[src/rtl/debounce_sync.sv]
// debounce_sync: per-channel synchroniser plus a saturating-counter debounce FSM.
// Optional DEBOUNCE_TOGGLE_EN adds toggle_out, which flips on every accepted rising edge.
module debounce_sync #(
  parameter int WIDTH       = 1,
  parameter int CNT_MAX     = 4,
  parameter int SYNC_STAGES = 2
) (
  input  logic               clk,
  input  logic               reset,
  input  logic [WIDTH-1:0]   raw_in,
  output logic [WIDTH-1:0]   db_out,
  output logic [WIDTH-1:0]   rise_pulse,
  output logic [WIDTH-1:0]   fall_pulse,
  output logic [WIDTH-1:0]   busy,
`ifdef DEBOUNCE_TOGGLE_EN
  output logic [WIDTH-1:0]   toggle_out,
`endif
  output logic [2*WIDTH-1:0] dbg_state
);

  localparam int CW = $clog2(CNT_MAX + 1);
  localparam logic [CW-1:0] CNT_ONE  = CW'(1);
  localparam logic [CW-1:0] CNT_LAST = CW'(CNT_MAX - 1);

  typedef enum logic [1:0] {
    STABLE_LO = 2'd0,
    WAIT_HI   = 2'd1,
    STABLE_HI = 2'd2,
    WAIT_LO   = 2'd3
  } state_t;

  // Plain flop chain per channel; the last stage is the only value the FSMs look at.
  logic [WIDTH-1:0] r_sync [SYNC_STAGES];
  logic [WIDTH-1:0] w_s;

  always_ff @(posedge clk or posedge reset) begin
    if (reset) begin
      for (int i = 0; i < SYNC_STAGES; i++) r_sync[i] <= '0;
    end else begin
      r_sync[0] <= raw_in;
      for (int i = 1; i < SYNC_STAGES; i++) r_sync[i] <= r_sync[i-1];
    end
  end

  assign w_s = r_sync[SYNC_STAGES-1];

  for (genvar g = 0; g < WIDTH; g++) begin : g_ch
    state_t        r_state;
    logic [CW-1:0] r_cnt;
    logic          r_db;
    logic          r_rise;
    logic          r_fall;
    logic          r_busy;
`ifdef DEBOUNCE_TOGGLE_EN
    logic          r_tog;
`endif

    always_ff @(posedge clk or posedge reset) begin
      if (reset) begin
        r_state <= STABLE_LO;
        r_cnt   <= '0;
        r_db    <= 1'b0;
        r_rise  <= 1'b0;
        r_fall  <= 1'b0;
        r_busy  <= 1'b0;
`ifdef DEBOUNCE_TOGGLE_EN
        r_tog   <= 1'b0;
`endif
      end else begin
        r_rise <= 1'b0;
        r_fall <= 1'b0;
        case (r_state)
          STABLE_LO: begin
            if (w_s[g]) begin
              r_state <= WAIT_HI;
              r_cnt   <= CNT_ONE;
              r_busy  <= 1'b1;
            end else begin
              r_cnt   <= '0;
            end
          end
          WAIT_HI: begin
            if (!w_s[g]) begin
              r_state <= STABLE_LO;
              r_cnt   <= '0;
              r_busy  <= 1'b0;
            end else if (r_cnt == CNT_LAST) begin
              r_state <= STABLE_HI;
              r_cnt   <= '0;
              r_busy  <= 1'b0;
              r_db    <= 1'b1;
              r_rise  <= 1'b1;
`ifdef DEBOUNCE_TOGGLE_EN
              r_tog   <= ~r_tog;
`endif
            end else begin
              r_cnt   <= r_cnt + CNT_ONE;
            end
          end
          STABLE_HI: begin
            if (!w_s[g]) begin
              r_state <= WAIT_LO;
              r_cnt   <= CNT_ONE;
              r_busy  <= 1'b1;
            end else begin
              r_cnt   <= '0;
            end
          end
          WAIT_LO: begin
            if (w_s[g]) begin
              r_state <= STABLE_HI;
              r_cnt   <= '0;
              r_busy  <= 1'b0;
            end else if (r_cnt == CNT_LAST) begin
              r_state <= STABLE_LO;
              r_cnt   <= '0;
              r_busy  <= 1'b0;
              r_db    <= 1'b0;
              r_fall  <= 1'b1;
            end else begin
              r_cnt   <= r_cnt + CNT_ONE;
            end
          end
          default: begin
            r_state <= STABLE_LO;
            r_cnt   <= '0;
            r_busy  <= 1'b0;
          end
        endcase
      end
    end

    assign db_out[g]          = r_db;
    assign rise_pulse[g]      = r_rise;
    assign fall_pulse[g]      = r_fall;
    assign busy[g]            = r_busy;
    assign dbg_state[2*g +: 2] = r_state;
`ifdef DEBOUNCE_TOGGLE_EN
    assign toggle_out[g]      = r_tog;
`endif
  end

endmodule
[config.mk]
export PLATFORM = sky130hd
export DESIGN_NAME = debounce_sync
export DESIGN_NICKNAME = d
export VERILOG_FILES = /design/src/rtl/debounce_sync.sv
export SDC_FILE = /design/constraint.sdc
export NUM_CORES = 1
export LEC_CHECK = 0
export BUFFER_PORTS_ARGS = -buffer_cell sky130_fd_sc_hd__clkbuf_2
export CAP_MARGIN = 40
export CORE_AREA = 2 2 39 41
export DETAILED_ROUTE_END_ITERATION = 7
export DIE_AREA = 0 0 41 43
export HOLD_SLACK_MARGIN = 0.02
export SYNTH_ARGS = -nofsm -noshare
export SYNTH_HDL_FRONTEND = slang
export SYNTH_SLANG_ARGS = --single-unit
[constraint.sdc]
create_clock -name clk -period 3.6 [get_ports clk]
set_input_delay 0.36 -clock clk [delete_from_list [all_inputs] [get_ports clk]]
set_output_delay 0.36 -clock clk [all_outputs]
set_load 0.01 [all_outputs]
==> impl_metrics.json, run 1 <==
{
  "io_pins": 9,
  "numCtsBuffers": 3,
  "grt.overflow.total": 0,
  "die_area_um2": 1760,
  "vias": 281,
  "die_h_um": 43,
  "root_buffer": "clkbuf_4",
  "syn_area_um2": 434,
  "cts.sinks": 11,
  "fin_nets": 48,
  "swShare_pct": 33.3,
  "intPower_mw": 0.254,
  "cts_tree": "yes",
  "powerDensity_nw_per_um2": 733,
  "slew_headroom_pct": 72.7,
  "synth_nets": 35,
  "cts_resized": 0,
  "leakagePower_nw": 0.249,
  "p_clk_share_pct": 21.9,
  "place_hpwl_um": 450,
  "clockBufferDepth": 2,
  "wl_um": 658,
  "ir_drop_v": 0.000300,
  "wl_per_cell_um": 11.2,
  "antenna_found_initial": 0,
  "cp.buffers_inverters": 1,
  "worst_slack_ns": 2.25,
  "ys_seq_area_share_pct": 63.4,
  "clk_latency_ns": 0.26,
  "required_ns": 3.24,
  "start_kind": "flop",
  "drc_errors": 0,
  "yosysWarnings": 0,
  "max_freq_mhz": 743,
  "cts_hold_buffers": 0,
  "track_usage_pct": 10.8,
  "cp_data_arrival_time_ns": 0.99,
  "area_growth_pct": 19.9,
  "mostFrequentLayoutCells": "11 x dfrtp_1, 8 x clkbuf_2, 3 x clkbuf_4",
  "avgViaCountPerCell": 4.76,
  "path_class": "reg -> out",
  "run_status": "completed",
  "syn_inst": 31,
  "design.core.area_um2": 1380,
  "cp-end-kind": "primary output",
  "hold_viol": 0,
  "fin_skew_ns": 0.000917,
  "clk_pin_slew_ns": 0.07,
  "instances_no_fill": 59,
  "finalSetupTns_ns": 0,
  "synth.distinct_cells": 17,
  "hp-class": "in -> async",
  "drtIter0Drc": 6,
  "ff_latch_area_um2": 275,
  "worst_path_largest_cell_delay_ns": 0.53,
  "fin_crit_sh_pct": 37.4,
  "cpMaxStageDelayCell": "dfrtp_1",
  "grt_pass1_wl_um": 1120,
  "dp_cells": 55,
  "seq_power_share_pct": 49.0,
  "globalplace.congestion": 0.658,
  "dieWidth_um": 41,
  "power.switching_mw": 0.127,
  "num_rows": 14,
  "fill_cells": 130,
  "rsz0062_at_grt": "false",
  "synth-seq-cells": 11,
  "slew_violations": 0,
  "initial_core_util_pct": 31.4,
  "syn_area_per_cell_um2": 14.0,
  "setup_viol": 0,
  "layout_commonest_cell": "dfrtp_1",
  "htree_levels": 1,
  "tightestPinTransition_ns": 0.409,
  "firstDrtPassIters": 4,
  "timing.hold.ws_ns": 0.0500,
  "crit_fanout": 8,
  "cp_top_family": "flip-flops",
  "utilization_pct": 37.6,
  "grt_max_degree": 12,
  "post-cts-setup-buffer-count": 0,
  "multiInputGateArea_um2": 151,
  "drv_cap": 0,
  "fin_crit_ns": 1.35,
  "crit_chain": "clkbuf_2",
  "place_area_um2": 494,
  "final_antenna_net_count": 0,
  "share_comb_of_total_power_pct": 29.1,
  "pre_cts_slack_ns": 2.37,
  "fin_area_um2": 520,
  "drive_above_1_share_pct": 34.9,
  "grt_pass1_vias": 241,
  "finalPower_mw": 0.382,
  "antenna_cells": 0,
  "port-buffer-count": 8
}
## layer usage
layer / share of wire [%] / vias up / track usage [%] / wire, um
met5: 0 / - / 0 / 0
met4: 1.5 / 0 / 12.0 / 10
met3: 5.6 / 2 / 4.71 / 37
met2: 47 / 10 / 11.9 / 311
met1: 45 / 138 / 13.8 / 298
li1: - / 131 / - / -
## Yosys cell counts
master    number  share of area, %
dfrtp_1       11                63
inv_1          2               1.7
nor3b_1        2               3.5
nor3b_2        2               5.8
o21a_1         2               3.5
a21oi_1        1               1.2
a31oi_1        1               1.4
and2b_1        1               1.7
ha_1           1               2.9
mux2_1         1               2.6
nand2b_4       1               3.2
nand3b_2       1               2.6
nor2_1         1              0.86
o21ai_0        1               1.2
o21ai_1        1               1.2
o22ai_1        1               1.4
xnor2_1        1               2.0
## area by class of cell
cell class	instances	area share, %
tap	16	3.85
clock buffer	4	5.05
sequential	11	52.9
inverter	2	1.44
multi-input combinational	18	29.1
timing repair buffer	8	7.69
## power by group through the flow
| stage | sequential, mW | combinational (mW) | clock, mW |
|---|---|---|---|
| after global routing | 0.193 | 0.125 | 0.0957 |
| after CTS | 0.187 | 0.114 | 0.0901 |
| after detailed placement | 0.190 | 0.112 | 0 |
| after floorplan | 0.193 | 0.0736 | 0 |
| after global placement | 0.189 | 0.110 | 0 |
| final | 0.187 | 0.111 | 0.0835 |
## logic make-up after synthesis
family          Yosys count  share of synthesized area [%]
xor+xnor                  1                           2.02
fa+ha+maj                 1                           2.88
buf+inv                   2                           1.73
simple gates              8                           17.6
compound gates            7                           9.80
flops                    11                           63.4
mux                       1                           2.59
## state kept, by name, indices dropped and copies added (netlist names), named ones only
signal / cells
rise_pulse: 1
db_out: 1
dbg_state: 1
fall_pulse: 1
busy: 1
g_ch.r_cnt: 3
w_s: 1
r_sync: 1
## final timing paths
path	start	to	slack, ns	depth (start not counted)
max in group asynchronous	reset	db_out	3.26	2
min	reset	r_sync[1]	0.05	2
max	dbg_state[0]	dbg_state[0]	2.25	1
min in group clk	raw_in	r_sync[1]	0.20	1
max reg2reg	g_ch[0].r_cnt[0]	db_out	2.36	4
min reg2reg	r_sync[1]	w_s	0.35	0
Note: power is estimated with default switching activity, not from simulation.
==> run 2: changes to the inputs <==
==> constraint.sdc (replaced) <==
create_clock -name clk -period 1.4 [get_ports clk]
set_input_delay 0.14 -clock clk [delete_from_list [all_inputs] [get_ports clk]]
set_output_delay 0.14 -clock clk [all_outputs]
set_load 0.01 [all_outputs]
==> run 2 against run 1 <==
Sequential share of layout area fell by 2.7 points; die area did not move; core utilization rose by 2.0 points; register-to-register slack got worse by 2.2 ns; via count rose by 1.4%; clock-buffer cell count did not move; final area rose by 5.3%; critical path type is now reg -> reg; largest cell class unchanged.
==> impl_metrics.json, run 2 (synthesis gave the netlist of run 1 again) <==
{
  "track_usage_pct": 9.81,
  "cp-end-kind": "flop",
  "instances_no_fill": 62,
  "rsz0062_at_grt": "false",
  "fin_crit_ns": 1.25,
  "slew_violations": 0,
  "antenna_found_initial": 0,
  "run_status": "completed",
  "grt_pass1_wl_um": 1110,
  "hold_viol": 0,
  "clockBufferDepth": 2,
  "firstDrtPassIters": 3,
  "vias": 285,
  "max_freq_mhz": 797,
  "crit_chain": "ha_1 > and2b_1 > a31oi_1 > o21ai_1",
  "fin_skew_ns": 0.00148,
  "mostFrequentLayoutCells": "11 x dfrtp_1, 8 x clkbuf_2, 3 x clkbuf_4",
  "start_kind": "flop",
  "use_met1_pct": 13.6,
  "cp_data_arrival_time_ns": 1.40,
  "die_area_um2": 1760,
  "final_antenna_net_count": 0,
  "drive_above_1_share_pct": 34.8,
  "grt_busiest_layer": "met1",
  "layout_commonest_cell": "dfrtp_1",
  "cts_resized": 0,
  "grt_util_met3_pct": 3.14,
  "wl_um": 673,
  "powerDensity_nw_per_um2": 1840,
  "dieWidth_um": 41,
  "num_rows": 14,
  "drc_errors": 0,
  "cts_tree": "yes",
  "fin_crit_sh_pct": 89.6,
  "hp-class": "reg -> reg",
  "globalplace.congestion": 0.677,
  "wl_per_cell_um": 10.9,
  "worst_path_largest_cell_delay_ns": 0.39,
  "leakagePower_nw": 0.263,
  "cts.sinks": 11,
  "root_buffer": "clkbuf_4",
  "path_class": "reg -> reg",
  "cts_hold_buffers": 2,
  "largest_reg_flops": 3,
  "design.core.area_um2": 1380,
  "antenna_cells": 0,
  "io_pins": 9,
  "pre_cts_slack_ns": 0.169,
  "port-buffer-count": 8,
  "die_h_um": 43,
  "ir_drop_v": 0.000764,
  "top_register": "g_ch.r_cnt",
  "initial_core_util_pct": 31.4,
  "finalSetupTns_ns": 0,
  "grt_max_degree": 12,
  "slew_headroom_pct": 73.6,
  "clk_latency_ns": 0.26,
  "htree_levels": 1,
  "grt.overflow.total": 0,
  "worst_slack_ns": 0.146,
  "post-cts-setup-buffer-count": 0,
  "cpMaxStageDelayCell": "dfrtp_1",
  "grt_pass1_vias": 263,
  "numCtsBuffers": 3,
  "drv_cap": 0,
  "avgViaCountPerCell": 4.60,
  "drtIter0Drc": 3,
  "finalPower_mw": 1.01,
  "crit_fanout": 5,
  "tightestPinTransition_ns": 0.395,
  "utilization_pct": 39.6,
  "dp_cells": 56,
  "clk_pin_slew_ns": 0.07,
  "required_ns": 1.55,
  "area_growth_pct": 26.2,
  "met2_usage_pct": 10.9,
  "setup_viol": 0,
  "fin_nets": 51
}
[run 2: cell type report]
| class | count | area, um^2 |
|---|---|---|
| clock buffer | 4 | 26.3 |
| fill | 143 | 836 |
| inverter | 2 | 7.51 |
| multi-input combinational | 18 | 151 |
| sequential | 11 | 275 |
| tap | 16 | 20.0 |
| timing repair buffer | 11 | 67.6 |
[run 2: path summary, 6_finish.rpt]
| check | start | to | slack [ns] | cells past startpoint |
|---|---|---|---|---|
| hold reg to reg | r_sync[1] | w_s | 0.36 | 0 |
| min in group asynchronous | reset | r_sync[1] | 0.38 | 3 |
| setup / recovery | g_ch[0].r_cnt[0] | db_out | 0.15 | 4 |
| setup reg to reg | g_ch[0].r_cnt[0] | db_out | 0.15 | 4 |
| hold / removal | r_sync[1] | w_s | 0.36 | 0 |
| max in group asynchronous | reset | busy | 0.74 | 3 |
[run 2: power by group]
group / internal (mW) / leakage (nW) / total (mW) / switching [mW]
Combinational: 0.172 / 0.112 / 0.346 / 0.174
Clock: 0.110 / 0.0150 / 0.213 / 0.102
Sequential: 0.396 / 0.135 / 0.451 / 0.0554
Total: 0.678 / 0.263 / 1.01 / 0.332
[run 2: critical path: cells and delay by family (launching register included)]
kind	cells	cell delay (ns)
flip-flops	1	0.39
AO/OA/AOI/OAI	2	0.27
adder cells (fa/ha/maj)	1	0.24
AND/OR/NAND/NOR	1	0.23
[run 2: per-layer routing]
layer / vias up / routed length [um] / part of all wire (%)
met1: 137 / 358 / 53
met4: 0 / 10 / 1.5
met5: - / 0 / 0
li1: 140 / - / -
met3: 2 / 22 / 3.3
met2: 6 / 282 / 42
[run 2: per-stage QoR]
stage	cell area (um^2)	hold slack, ns
floorplan	434	-0.00756
global placement	502	0.128
detailed placement	502	0.124
CTS	548	0.362
global route	548	0.365
finish	548	0.359
==> run 3: changes to the inputs <==
--- a/config.mk
+++ b/config.mk
@@ -11,6 +11,7 @@
 export DETAILED_ROUTE_END_ITERATION = 7
 export DIE_AREA = 0 0 41 43
 export HOLD_SLACK_MARGIN = 0.02
+export RECOVER_POWER = 50
 export SYNTH_ARGS = -nofsm -noshare
 export SYNTH_HDL_FRONTEND = slang
 export SYNTH_SLANG_ARGS = --single-unit
==> run 3 against run 2 <==
Register-to-register slack hardly changed; first-iteration DRC count unchanged; non-clock buffer count did not move; cell count stayed put; die area unchanged; largest cell class unchanged.
==> impl_metrics.json, run 3 (synthesis gave the netlist of run 1 again) <==
{
  "run_status": "completed",
  "slew_violations": 0,
  "firstDrtPassIters": 3,
  "swShare_pct": 32.9,
  "track_usage_pct": 9.81,
  "fin_crit_sh_pct": 89.6,
  "drc_errors": 0,
  "cts_tree": "yes",
  "vias": 285,
  "dieWidth_um": 41,
  "grt_pass1_vias": 263,
  "cp_data_arrival_time_ns": 1.40,
  "grt_max_degree": 12,
  "root_buffer": "clkbuf_4",
  "drv_cap": 0,
  "crit_fanout": 5,
  "initial_core_util_pct": 31.4,
  "globalplace.congestion": 0.677,
  "clk_pin_slew_ns": 0.07,
  "clockBufferDepth": 2,
  "clk_latency_ns": 0.26,
  "wl_um": 675,
  "timing.hold.ws_ns": 0.359,
  "powerDensity_nw_per_um2": 1850,
  "slew_headroom_pct": 73.6,
  "die_area_um2": 1760,
  "grt.overflow.total": 0,
  "largest_reg_flops": 3,
  "start_kind": "flop",
  "finalPower_mw": 1.01,
  "numCtsBuffers": 3,
  "design.core.area_um2": 1380,
  "required_ns": 1.55,
  "leakagePower_nw": 0.259,
  "grt_pass1_wl_um": 1110,
  "hold_depth": 0,
  "finalSetupTns_ns": 0,
  "power.switching_mw": 0.332,
  "avgViaCountPerCell": 4.60,
  "tightestPinTransition_ns": 0.395,
  "antenna_found_initial": 0,
  "wl_per_cell_um": 10.9,
  "top_register": "g_ch.r_cnt",
  "final_antenna_net_count": 0,
  "post-cts-setup-buffer-count": 0,
  "cp-end-kind": "flop",
  "mostFrequentLayoutCells": "11 x dfrtp_1, 7 x clkbuf_2, 3 x clkbuf_4",
  "antenna_cells": 0,
  "ir_drop_v": 0.000764,
  "reg2regPathDepth": 4,
  "intPower_mw": 0.678,
  "max_freq_mhz": 797,
  "drive_above_1_share_pct": 32.6,
  "area_growth_pct": 25.9,
  "fin_skew_ns": 0.00148,
  "layout_commonest_cell": "dfrtp_1",
  "p_clk_share_pct": 21.1,
  "fill_cells": 144,
  "cts.sinks": 11,
  "share_comb_of_total_power_pct": 34.3,
  "port-buffer-count": 8,
  "hold_viol": 0,
  "path_class": "reg -> reg",
  "num_rows": 14,
  "hp-class": "reg -> reg",
  "fin_crit_ns": 1.25,
  "drtIter0Drc": 3,
  "cts_resized": 0,
  "setup_viol": 0,
  "fin_area_um2": 547,
  "seq_power_share_pct": 44.7,
  "htree_levels": 1,
  "fin_nets": 51,
  "die_h_um": 43,
  "io_pins": 9,
  "rsz0062_at_grt": "false",
  "place_area_um2": 502
}
==> run 3: cell type report <==
type                       instances  area, um^2  area share [%]
inverter                           2        7.51            1.37
timing repair buffer              11        66.3            12.1
multi-input combinational         18         151            27.7
tap                               16        20.0            3.66
sequential                        11         275            50.3
clock buffer                       4        26.3            4.81
==> run 3: through the flow <==
step           setup slack (ns)  cells  util (%)
2_1_floorplan             0.249     31         -
3_3_place_gp              0.195     56      36.3
3_5_place_dp              0.169     56      36.3
4_1_cts                   0.150     62      39.6
5_1_grt                  0.0825     62      39.5
6_report                  0.146     62      39.5
==> run 3: path summary, 6_finish.rpt <==
kind	start	endpoint	slack, ns
max	g_ch[0].r_cnt[0]	db_out	0.15
min	r_sync[1]	w_s	0.36
max reg2reg	g_ch[0].r_cnt[0]	db_out	0.15
min reg2reg	r_sync[1]	w_s	0.36
max in group asynchronous	reset	busy	0.74
min in group asynchronous	reset	r_sync[1]	0.38
==> run 3: power by group through the flow <==
stage                     logic, mW  registers (mW)  clock network (mW)
after floorplan               0.189           0.497                   0
after global placement        0.341           0.457                   0
after detailed placement      0.340           0.458                   0
after CTS                     0.346           0.452               0.221
after global routing          0.382           0.464               0.232
final                         0.346           0.451               0.213
==> run 3: worst max-delay path: stages (launching register included) <==
cell	delay, ns
dfrtp_1	0.39
ha_1	0.24
and2b_1	0.23
a31oi_1	0.20
o21ai_1	0.07
==> run 3: layer usage <==
layer	share of wire (%)	GRT usage, %	wire [um]
met5	0	0	0
met4	1.5	10.0	10
met3	3.3	3.14	22
met2	42	10.9	282
met1	53	13.6	360
==> run 3: timing repair <==
item,in CTS,in global routing
hold endpoints to repair,12,0
setup endpoints to repair,0,0
hold buffers,2,0
